--- config.mk ---
export PLATFORM = sky130hd
export DESIGN_NAME = mem_wb_stage
export DESIGN_NICKNAME = d
export VERILOG_FILES = /design/src/rtl/mem_wb_stage_pkg.sv /design/src/rtl/mem_wb_stage_load_align.sv /design/src/rtl/mem_wb_stage.sv
export SDC_FILE = /design/constraint.sdc
export NUM_CORES = 1
export LEC_CHECK = 0
export ABC_AREA = 1
export ABC_CLOCK_PERIOD_IN_PS = 1600
export CAP_MARGIN = 10
export CORE_ASPECT_RATIO = 1.5
export CORE_MARGIN = 5
export CORE_UTILIZATION = 40
export DETAILED_ROUTE_END_ITERATION = 10
export PLACE_DENSITY = 0.7
export SYNTH_ARGS = -nofsm -noshare
export SYNTH_HDL_FRONTEND = slang
export SYNTH_HIERARCHICAL = 1
export SYNTH_SLANG_ARGS = --single-unit
--- constraint.sdc ---
create_clock -name clk -period 1.6 [get_ports clk]
set_clock_uncertainty 0.1 [all_clocks]
set_input_delay 0.16 -clock clk [delete_from_list [all_inputs] [get_ports clk]]
set_output_delay 0.16 -clock clk [all_outputs]
set_load 0.005 [all_outputs]
--- src/rtl/mem_wb_stage_pkg.sv ---
// Shared definitions for the MEM/WB boundary: bus widths, enable levels
// and the load-type encoding carried from the memory stage.
package mem_wb_stage_pkg;

  localparam int unsigned REG_BUS_W      = 32;
  localparam int unsigned REG_ADDR_BUS_W = 5;
  localparam int unsigned LD_TYPE_W      = 3;
  localparam logic        RST_ENABLE     = 1'b1;
  localparam logic        WRITE_ENABLE   = 1'b1;

  typedef enum logic [LD_TYPE_W-1:0] {
    LD_NONE = 3'd0,
    LD_LB   = 3'd1,
    LD_LBU  = 3'd2,
    LD_LH   = 3'd3,
    LD_LHU  = 3'd4,
    LD_LW   = 3'd5
  } ld_type_e;

endpackage

--- src/rtl/mem_wb_stage_load_align.sv ---
// Combinational load aligner: picks the big-endian byte/halfword lane,
// extends it to the register width and flags misaligned accesses.
module load_align
  import mem_wb_stage_pkg::*;
#(
  parameter int unsigned DATA_W = 32
) (
  input  logic [LD_TYPE_W-1:0] ld_type,
  input  logic [1:0]           addr_lo,
  input  logic [DATA_W-1:0]    rdata,
  input  logic [DATA_W-1:0]    alu_data,
  output logic [DATA_W-1:0]    data,
  output logic                 misalign
);

  logic [7:0]  w_byte;
  logic [15:0] w_half;

  always_comb begin
    w_byte = rdata[7:0];
    case (addr_lo)
      2'd0:    w_byte = rdata[DATA_W-1  -: 8];
      2'd1:    w_byte = rdata[DATA_W-9  -: 8];
      2'd2:    w_byte = rdata[DATA_W-17 -: 8];
      default: w_byte = rdata[7:0];
    endcase
    w_half = addr_lo[1] ? rdata[15:0] : rdata[DATA_W-1 -: 16];
  end

  // Encodings 6 and 7 fall through to the non-load path.
  always_comb begin
    data     = alu_data;
    misalign = 1'b0;
    case (ld_type)
      LD_LB:  data = {{(DATA_W-8){w_byte[7]}}, w_byte};
      LD_LBU: data = {{(DATA_W-8){1'b0}}, w_byte};
      LD_LH: begin
        data     = {{(DATA_W-16){w_half[15]}}, w_half};
        misalign = addr_lo[0];
      end
      LD_LHU: begin
        data     = {{(DATA_W-16){1'b0}}, w_half};
        misalign = addr_lo[0];
      end
      LD_LW: begin
        data     = rdata;
        misalign = (addr_lo != 2'd0);
      end
      default: data = alu_data;
    endcase
  end

endmodule

--- src/rtl/mem_wb_stage.sv ---
// MEM/WB pipeline register feeding the register-file write port, plus the
// architectural HI/LO pair committed one cycle after write-back.
module mem_wb_stage
  import mem_wb_stage_pkg::*;
#(
  parameter int unsigned DATA_W = 32,
  parameter int unsigned ADDR_W = 5
) (
  input  logic                 clk,
  input  logic                 rst,
  input  logic                 stall_mem,
  input  logic                 stall_wb,
  input  logic                 flush,
  input  logic [ADDR_W-1:0]    mem_wd,
  input  logic                 mem_wreg,
  input  logic [DATA_W-1:0]    mem_wdata,
  input  logic [LD_TYPE_W-1:0] mem_ld_type,
  input  logic [1:0]           mem_addr_lo,
  input  logic [DATA_W-1:0]    mem_rdata,
  input  logic                 mem_whilo,
  input  logic [DATA_W-1:0]    mem_hi,
  input  logic [DATA_W-1:0]    mem_lo,
  output logic [ADDR_W-1:0]    wb_wd,
  output logic                 wb_wreg,
  output logic [DATA_W-1:0]    wb_wdata,
  output logic                 wb_misalign,
  output logic [DATA_W-1:0]    hi_o,
  output logic [DATA_W-1:0]    lo_o
);

  logic [DATA_W-1:0] w_ld_data;
  logic              w_ld_misalign;

  logic [ADDR_W-1:0] r_wd;
  logic              r_wreg;
  logic [DATA_W-1:0] r_wdata;
  logic              r_misalign;
  logic              r_whilo;
  logic [DATA_W-1:0] r_hi;
  logic [DATA_W-1:0] r_lo;
  logic [DATA_W-1:0] r_hi_reg;
  logic [DATA_W-1:0] r_lo_reg;

  load_align #(
    .DATA_W (DATA_W)
  ) u_load_align (
    .ld_type  (mem_ld_type),
    .addr_lo  (mem_addr_lo),
    .rdata    (mem_rdata),
    .alu_data (mem_wdata),
    .data     (w_ld_data),
    .misalign (w_ld_misalign)
  );

  always_ff @(posedge clk) begin
    if (rst == RST_ENABLE) begin
      r_wd       <= '0;
      r_wreg     <= 1'b0;
      r_wdata    <= '0;
      r_misalign <= 1'b0;
      r_whilo    <= 1'b0;
      r_hi       <= '0;
      r_lo       <= '0;
      r_hi_reg   <= '0;
      r_lo_reg   <= '0;
    end else begin
      // The instruction in WB has already retired, so a flush must not cancel its commit.
      if (r_whilo && !stall_wb) begin
        r_hi_reg <= r_hi;
        r_lo_reg <= r_lo;
      end
      if (flush || (stall_mem && !stall_wb)) begin
        r_wd       <= '0;
        r_wreg     <= 1'b0;
        r_wdata    <= '0;
        r_misalign <= 1'b0;
        r_whilo    <= 1'b0;
        r_hi       <= '0;
        r_lo       <= '0;
      end else if (!stall_mem) begin
        r_wd       <= mem_wd;
        r_wreg     <= (mem_wreg == WRITE_ENABLE) && !w_ld_misalign;
        r_wdata    <= w_ld_data;
        r_misalign <= w_ld_misalign;
        r_whilo    <= mem_whilo;
        r_hi       <= mem_hi;
        r_lo       <= mem_lo;
      end
    end
  end

  always_comb begin
    wb_wd       = r_wd;
    wb_wreg     = r_wreg;
    wb_wdata    = r_wdata;
    wb_misalign = r_misalign;
    hi_o        = r_whilo ? r_hi : r_hi_reg;
    lo_o        = r_whilo ? r_lo : r_lo_reg;
  end

endmodule
; Word level (Yosys, flattened, before mapping)
; Index checks and enable logic that the tools add are counted.
[totals]
word_cells = 32
in_bits = 145
reg_bits = 168
[op_classes]
n_eq_ne = 7
muxes = 6
reduce_logical = 10
[ops]
columns = operator, n
row1 = case mux 32 bit (5 select lines), 1
row2 = 2-to-1 mux 32 bit, 2
row3 = case mux 8 bit (3 select lines), 1
row4 = 2-to-1 mux 16 bit, 1
row5 = equality test 3 x 2 -> 1 bit (second input constant), 2
row6 = equality test 3 bit (second input constant), 2
row7 = OR reduction 2 bit, 2
row8 = equality test 3 x 1 -> 1 bit (second input constant), 1
row9 = logical AND 1 bit, 3
row10 = equality test 2 x 1 -> 1 bit (second input constant), 1
row11 = equality test 2 bit (second input constant), 1
row12 = logical NOT 1 bit, 2
row13 = logical NOT 2 bit, 1
row14 = case mux 1 bit (2 select lines), 1
row15 = nonzero test 2 bit, 1
row16 = logical OR 1 bit, 1

; Longest topological paths before layout
; Gate-level depths: netlist of the first run.
[depth]
word_depth = 5
depth_mapped = 11

; By module
; The synthesis of the first run kept the hierarchy.
[modules_own_cells]
columns = mod, instances, area_per_inst_um2, cells_per_inst
row1 = mem_wb_stage, 1, 6916.6, 1012
row2 = load_align, 1, 1297.5, 276

; Worst setup path after synthesis of the first run
; No wires, ideal clock.
[synth_timing]
path_type = in2reg
from = input mem_addr_lo[0]
to = register r_wdata[27] (netlist: wb_wdata[27])
required_time_ns = 1.368
cell_stages = 8
path_slack_ns = 0.351
setup_ns = 0.132
path_buffers = 2
arrival_ns = 1.017
path_cell_list = buf_4 o21ai_1 nand3_1 nand4_2 buf_2 nand3b_1 nand2_1 a21oi_1
[synth_between]
elab_chain_cells = 3
[synth_lines]
columns = item, line
row1 = from (decl), mem_wb_stage.sv:18  ; input logic [1:0] mem_addr_lo,
row2 = "equality test 2 bit, or another cell as far along", mem_wb_stage_load_align.sv:21  ; case (addr_lo)
row3 = case mux 8 bit (3 select lines) (*), mem_wb_stage_load_align.sv:21
row4 = case mux 32 bit (5 select lines) (*), mem_wb_stage_load_align.sv:34  ; case (ld_type)
row5 = named net w_ld_data[27], mem_wb_stage.sv:31  ; logic [DATA_W-1:0] w_ld_data;
row6 = to (signal assigned), mem_wb_stage.sv:83  ; r_wdata <= w_ld_data;
row7 = to (decl), mem_wb_stage.sv:36  ; logic [DATA_W-1:0] r_wdata;
; Mark *: on every way through the listed nets, which the timed path passes. The rest lies on a longest branch.
; A chain may end at the register's enable or synchronous reset.

; Final worst setup path of the first run
[layout_timing]
from = register r_whilo
to = output lo_o[23]
[layout_between]
elab_chain_cells = 1
[layout_lines]
columns = item, line
row1 = from (decl), mem_wb_stage.sv:38  ; logic r_whilo;
row2 = from (signal assigned), mem_wb_stage.sv:85  ; r_whilo <= mem_whilo;
row3 = 2-to-1 mux 32 bit, mem_wb_stage.sv:98  ; lo_o = r_whilo ? r_lo : r_lo_reg;
row4 = to (decl), mem_wb_stage.sv:28  ; output logic [DATA_W-1:0] lo_o
; No other way between the ends.

==> results.sh, run 1 <==
export IMPL_placed_cells=1788
export IMPL_nets=1711
export IMPL_grt_total_usage_pct=23.9
export IMPL_synth_edf_count=0
export IMPL_crit_path_max_fanout=10
export IMPL_period_needed_ps=1810
export IMPL_netlist_cell_type_count=26
export IMPL_synth_cells=1288
export IMPL_die_y_um=186
export IMPL_switching_share_pct=25.6
export IMPL_violations="setup timing"
export IMPL_r2r_start="r_whilo"
export IMPL_vdd_drop_max_mv=0.718
export IMPL_fin_hold_ws_ps=183
export IMPL_cts_root_buf="clkbuf_16"
export IMPL_status="finished with violations"
export IMPL_maxCapViolCount=0
export IMPL_pwr_share_comb_pct=16.8
export IMPL_cp_start_kind="register"
export IMPL_viasPerCell=4.96
export IMPL_clk_latency_ps=420
export IMPL_initial_utilization_pct=40.4
export IMPL_crit_chain="clkinv_8 -> buf_12 -> buf_16 -> buf_8 -> nand2_1 -> o21ai_2 -> buf_2"
export IMPL_stdcell_count=1844
export IMPL_vias=9138
export IMPL_power_frac_seq_pct=43.0
export IMPL_dr_first_iter_drc_count=423
export IMPL_final_common_cell="nand2_1"
export IMPL_relSlewSlack_pct=72.4
export IMPL_cts_sinks=168
export IMPL_worstSetupEndpoint="lo_o[23]"
export IMPL_ant_nets=0
export IMPL_rsz0062_at_grt="yes"
export IMPL_finalWirelength_mm=28.9
export IMPL_boundaryPins=248
export IMPL_wl_per_cell_um=15.7
export IMPL_cp_slowest_cell="dfxtp_4"
export IMPL_syn_area_per_cell_sq_um=6.38
export IMPL_grt_overflow=0
export IMPL_power_frac_clock_pct=40.3
export IMPL_drc=0
export IMPL_yosysSeqAreaShare_pct=40.9
export IMPL_tightest_slew_ps=414
export IMPL_cp_num_buf_inv=5
export IMPL_finalSetupViolCount=63
export IMPL_drive_above_1_share_pct=19.5
export IMPL_fp_dieArea_sq_um=23600
export IMPL_intPower_mw=7.52
export IMPL_htreeDepth=4
export IMPL_io_buffers=247
export IMPL_cp_top_family="buffers and inverters"
export IMPL_clkTransAtPathRegs_ps=60
export IMPL_drv_slew=0
export IMPL_cp_arrival_ps=1550
export IMPL_cpPeakStageDelay_ps=380
export IMPL_ys_async_sr_fraction_pct=0
export IMPL_synth_nets=1433
export IMPL_power_density_nw_per_um2=804
export IMPL_reg2reg_to="r_hi_reg[24]"
export IMPL_worstHoldPathCells=3
export IMPL_worst_slack_ps=-210
export IMPL_switching_power_mw=2.58
export IMPL_critical_path_class="register to output pin"
export IMPL_reg2reg_slack_ps=150
export IMPL_first_pass_iters=4
export IMPL_crit_start="r_whilo"
export IMPL_yosys_warnings=6
export IMPL_tns_ps=-8670
export IMPL_hold_viol_final=0
export IMPL_placementRows=64
export IMPL_max_freq_ghz=0.553
export IMPL_die_width_um=127
export IMPL_nFillCells=1906
export IMPL_gp_congestion=0.909
export IMPL_power_mw=10.1
export IMPL_dp_hpwl_mm=20.1
export IMPL_core_sq_um=20300
export IMPL_area_growth_pct=53.0
export IMPL_r2r_cells=7
export IMPL_grt_pass1_wl_mm=45.1
export IMPL_ys_ff_latch=168
export IMPL_required_ps=1340
export IMPL_critical_path_endpoint_type="output pin"
export IMPL_grt_pass1_vias=8899
export IMPL_min_path_type="input pin to register"
export IMPL_synthFlopType="dfxtp_1"
export IMPL_grt_max_degree=84
export IMPL_cts_buffers=17
export IMPL_mostFrequentLayoutCells="nand2_1 (403), clkdlybuf4s50_1 (172), nor2_1 (169)"
export IMPL_synthesis_area_sq_um=8210
export IMPL_clock_tree_buffer_depth=2
export IMPL_p_leak_nw=5.31
export IMPL_min_period_over_period_pct=113
export IMPL_cp_depth=7
export IMPL_antenna_found_initial=2
export IMPL_cts_tree="done"
-- stage by stage --
stage          setup WS, ps  util (%)  cell area (sq um)
4_1_cts                -251      60.2              12200
3_3_place_gp           -386      56.1              11400
6_report               -210      61.8              12600
5_1_grt                -296      61.8              12600
2_1_floorplan           351         -               8210
3_5_place_dp           -414      56.1              11400
-- synthesized netlist by cell type (7+ instances only) --
cell type	number	share of area [%]
a21oi_1	114	6.9
nand2_1	440	20
o21ai_1	7	0.43
inv_1	87	4.0
nand3_1	84	5.1
buf_4	17	1.6
nor2_1	169	7.7
buf_2	42	2.6
o21ai_0	86	5.2
nand3b_1	16	1.5
dfxtp_1	168	41
clkbuf_1	23	1.1
-- worst register-to-register path, stage by stage (launching register included) --
cell and delay, ps:
dfxtp_4 380, clkinv_8 80, buf_6 140, buf_16 150
nor2_4 140, buf_12 220, nor2_1 90, nor2_1 100
-- worst min-delay path by stage --
stage	slack [ps]	end	start
floorplan	200	r_hi[31]	mem_hi[31]
CTS	160	r_whilo	mem_whilo
global placement	350	r_hi[0]	r_hi[0]
detailed placement	360	r_hi[22]	r_hi[22]
global route	170	r_lo[17]	mem_lo[17]
finish	180	r_whilo	mem_whilo
-- area by class of cell --
cell class              count  area (sq um)  share of cell area (%)
clock buffers              21           460                    3.66
multi-input cells         937          4470                    35.6
inverters                  94           372                    2.96
flip-flops and latches    168          3370                    26.8
well taps                 264           330                    2.63
repair buffers            348          3440                    27.4
diodes                      1          2.50                  0.0199
clock inverters            11           121                   0.966
-- per-layer routing --
metal	global-route usage, %	up-vias	wire length (um)
met5	0	-	13
met4	10.5	2	980
met3	5.17	60	1690
met2	43.9	284	15200
met1	26.3	4177	11000
li1	-	4615	-
-- power by group through the flow --
stage	clock [mW]	sequential [mW]	combinational (mW)
final	4.07	4.34	1.69
after global routing	4.36	4.35	1.85
after CTS	4.17	4.34	1.66
after detailed placement	0	4.43	1.60
after global placement	0	4.43	1.60
after floorplan	0	4.42	0.733
-- cell families after synthesis --
family / synth area share (%)
flip-flops: 40.9
buffers and inverters: 9.99
AO/OA/AOI/OAI: 13.2
AND/OR/NAND/NOR: 35.9
-- repair_timing --
item                       in CTS  in global routing
setup endpoints to repair      66                157
pin swaps                      13                 11
hold endpoints to repair        2                  0
gates resized for setup       402                 82
gates cloned                    6                  1
setup buffers                  11                  9
hold buffers                    1                  0
(Power assumes the default switching activity.)
==> inputs of run 2 (changes only) <==
==> constraint.sdc (replaced) <==
create_clock -name clk -period 1.6 [get_ports clk]
set_clock_uncertainty 0.1 [all_clocks]
set_input_delay 0.32 -clock clk [delete_from_list [all_inputs] [get_ports clk]]
set_output_delay 0.32 -clock clk [all_outputs]
set_load 0.005 [all_outputs]
==> results.sh, run 2 (synthesis results as in run 1) <==
export IMPL_dr_first_iter_drc_count=588
export IMPL_vias=9377
export IMPL_maxCapViolCount=0
export IMPL_critical_path_endpoint_type="output pin"
export IMPL_stdcell_count=1857
export IMPL_cts_tree="done"
export IMPL_finish_instance_area_sq_um=13200
export IMPL_viasPerCell=5.05
export IMPL_mostFrequentLayoutCells="nand2_1 (390), dfxtp_1 (164), clkdlybuf4s50_1 (138)"
export IMPL_fp_dieArea_sq_um=23600
export IMPL_relSlewSlack_pct=70.8
export IMPL_period_needed_ps=1970
export IMPL_htreeDepth=4
export IMPL_worst_slack_ps=-373
export IMPL_grt_pass1_wl_mm=45.7
export IMPL_nFillCells=1800
export IMPL_core_sq_um=20300
export IMPL_io_buffers=247
export IMPL_cts_root_buf="clkbuf_16"
export IMPL_cts_buffers=17
export IMPL_cp_arrival_ps=1550
export IMPL_min_path_type="input pin to register"
export IMPL_clock_tree_buffer_depth=2
export IMPL_r2r_start="r_whilo"
export IMPL_nets=1726
export IMPL_p_leak_nw=5.68
export IMPL_drv_slew=0
export IMPL_max_freq_ghz=0.507
export IMPL_hp_start="stall_mem"
export IMPL_critical_path_class="register to output pin"
export IMPL_crit_chain="clkinv_8 -> buf_12 -> buf_12 -> o21ai_4 -> buf_2"
export IMPL_power_density_nw_per_um2=781
export IMPL_final_common_cell="nand2_1"
export IMPL_clk_latency_ps=430
export IMPL_cp_slowest_cell="dfxtp_4"
export IMPL_wl_per_cell_um=17.0
export IMPL_grt_max_degree=66
export IMPL_placed_area_sq_um=11500
export IMPL_first_pass_iters=5
export IMPL_placementRows=64
export IMPL_crit_path_max_fanout=8
export IMPL_dp_hpwl_mm=20.4
export IMPL_drive_above_1_share_pct=24.2
export IMPL_grt_overflow=0
export IMPL_gp_congestion=0.915
export IMPL_hold_buffers=0
export IMPL_boundaryPins=248
export IMPL_cpPeakStageDelay_ps=430
export IMPL_finalSetupViolCount=127
export IMPL_die_y_um=186
export IMPL_tightest_slew_ps=437
export IMPL_grt_pass1_vias=8951
export IMPL_ant_nets=0
export IMPL_die_width_um=127
export IMPL_required_ps=1180
export IMPL_finalWirelength_mm=31.5
export IMPL_cp_top_family="buffers and inverters"
export IMPL_violations="setup timing"
export IMPL_rsz0062_at_grt="yes"
export IMPL_power_mw=10.3
export IMPL_cp_start_kind="register"
export IMPL_crit_start="r_whilo"
export IMPL_cp_common_cell="buf_12"
export IMPL_placed_cells=1795
export IMPL_clkTransAtPathRegs_ps=60
export IMPL_min_period_over_period_pct=123
export IMPL_initial_utilization_pct=40.4
export IMPL_vdd_drop_max_mv=0.743
export IMPL_cp_num_buf_inv=4
export IMPL_hold_viol_final=0
export IMPL_area_growth_pct=60.4
export IMPL_cts_sinks=168
export IMPL_drc=0
export IMPL_grt_total_usage_pct=24.4
export IMPL_status="finished with violations"
export IMPL_antenna_found_initial=2
-- run 2: changes by cell type in the layout (fill, tap and decap cells not counted), sizes merged --
cell	delta
clkdlybuf4s15	+1
dlygate4sd2	+42
clkinv	+1
buf	+6
clkbuf	+9
clkdlybuf4s50	-34
dlygate4sd3	-1
dlymetal6s2s	-7
clkinvlp	-1
inv	-3
-- run 2: worst min-delay path, cell delays in order --
cell     delay [ps]
buf_4           140
buf_4           190
nand2_1          70
a21oi_1          50
-- run 2: layout make-up --
class	instances	area [sq um]	area share (%)
Inverter	94	373	2.83
Tap cell	264	330	2.51
Clock buffer	23	498	3.78
Sequential cell	168	3370	25.6
Timing Repair Buffer	362	3730	28.3
Antenna cell	1	2.50	0.0190
Clock inverter	7	92.6	0.703
Timing Repair inverter	1	16.3	0.123
Multi-Input combinational cell	937	4760	36.2
-- run 2: where the power goes --
part	switching (mW)	internal, mW
Clock	1.67	2.49
Combinational	0.889	0.897
Sequential	0.0667	4.29
Total	2.63	7.67
-- run 2: worst paths after layout --
kind / to / slack (ps) / cells after the start
worst max-delay path: lo_o[15] / -370 / 5
worst min-delay path: r_lo[11] / 300 / 4
worst max register to register: r_hi_reg[2] / -190 / 10
worst min register to register: wb_wdata[9] / 360 / 2
-- run 2: per-layer routing --
layer  global-route usage, %  share of wire [%]  wire length, um
met1                    25.9                 37            11600
met2                    45.6                 53            16700
met3                    4.94                5.9             1850
met4                    12.2                4.2             1310
met5                       0              0.041               13
-- run 2: what timing repair did --
action	CTS	global route
cloned	8	13
buffers inserted	9	6
setup endpoints to repair	124	158
gates resized for setup	485	126
pin swaps	51	57
-- run 2: stage by stage --
step / hold slack [ps] / utilization, % / setup TNS (ps) / setup WS, ps
detailed placement: 354 / 56.3 / -37280 / -532
floorplan: 342 / - / 0 / 191
global route: 292 / 64.8 / -33400 / -412
finish: 297 / 64.8 / -25560 / -373
CTS: 243 / 61.0 / -21840 / -362
global placement: 352 / 56.3 / -36770 / -556
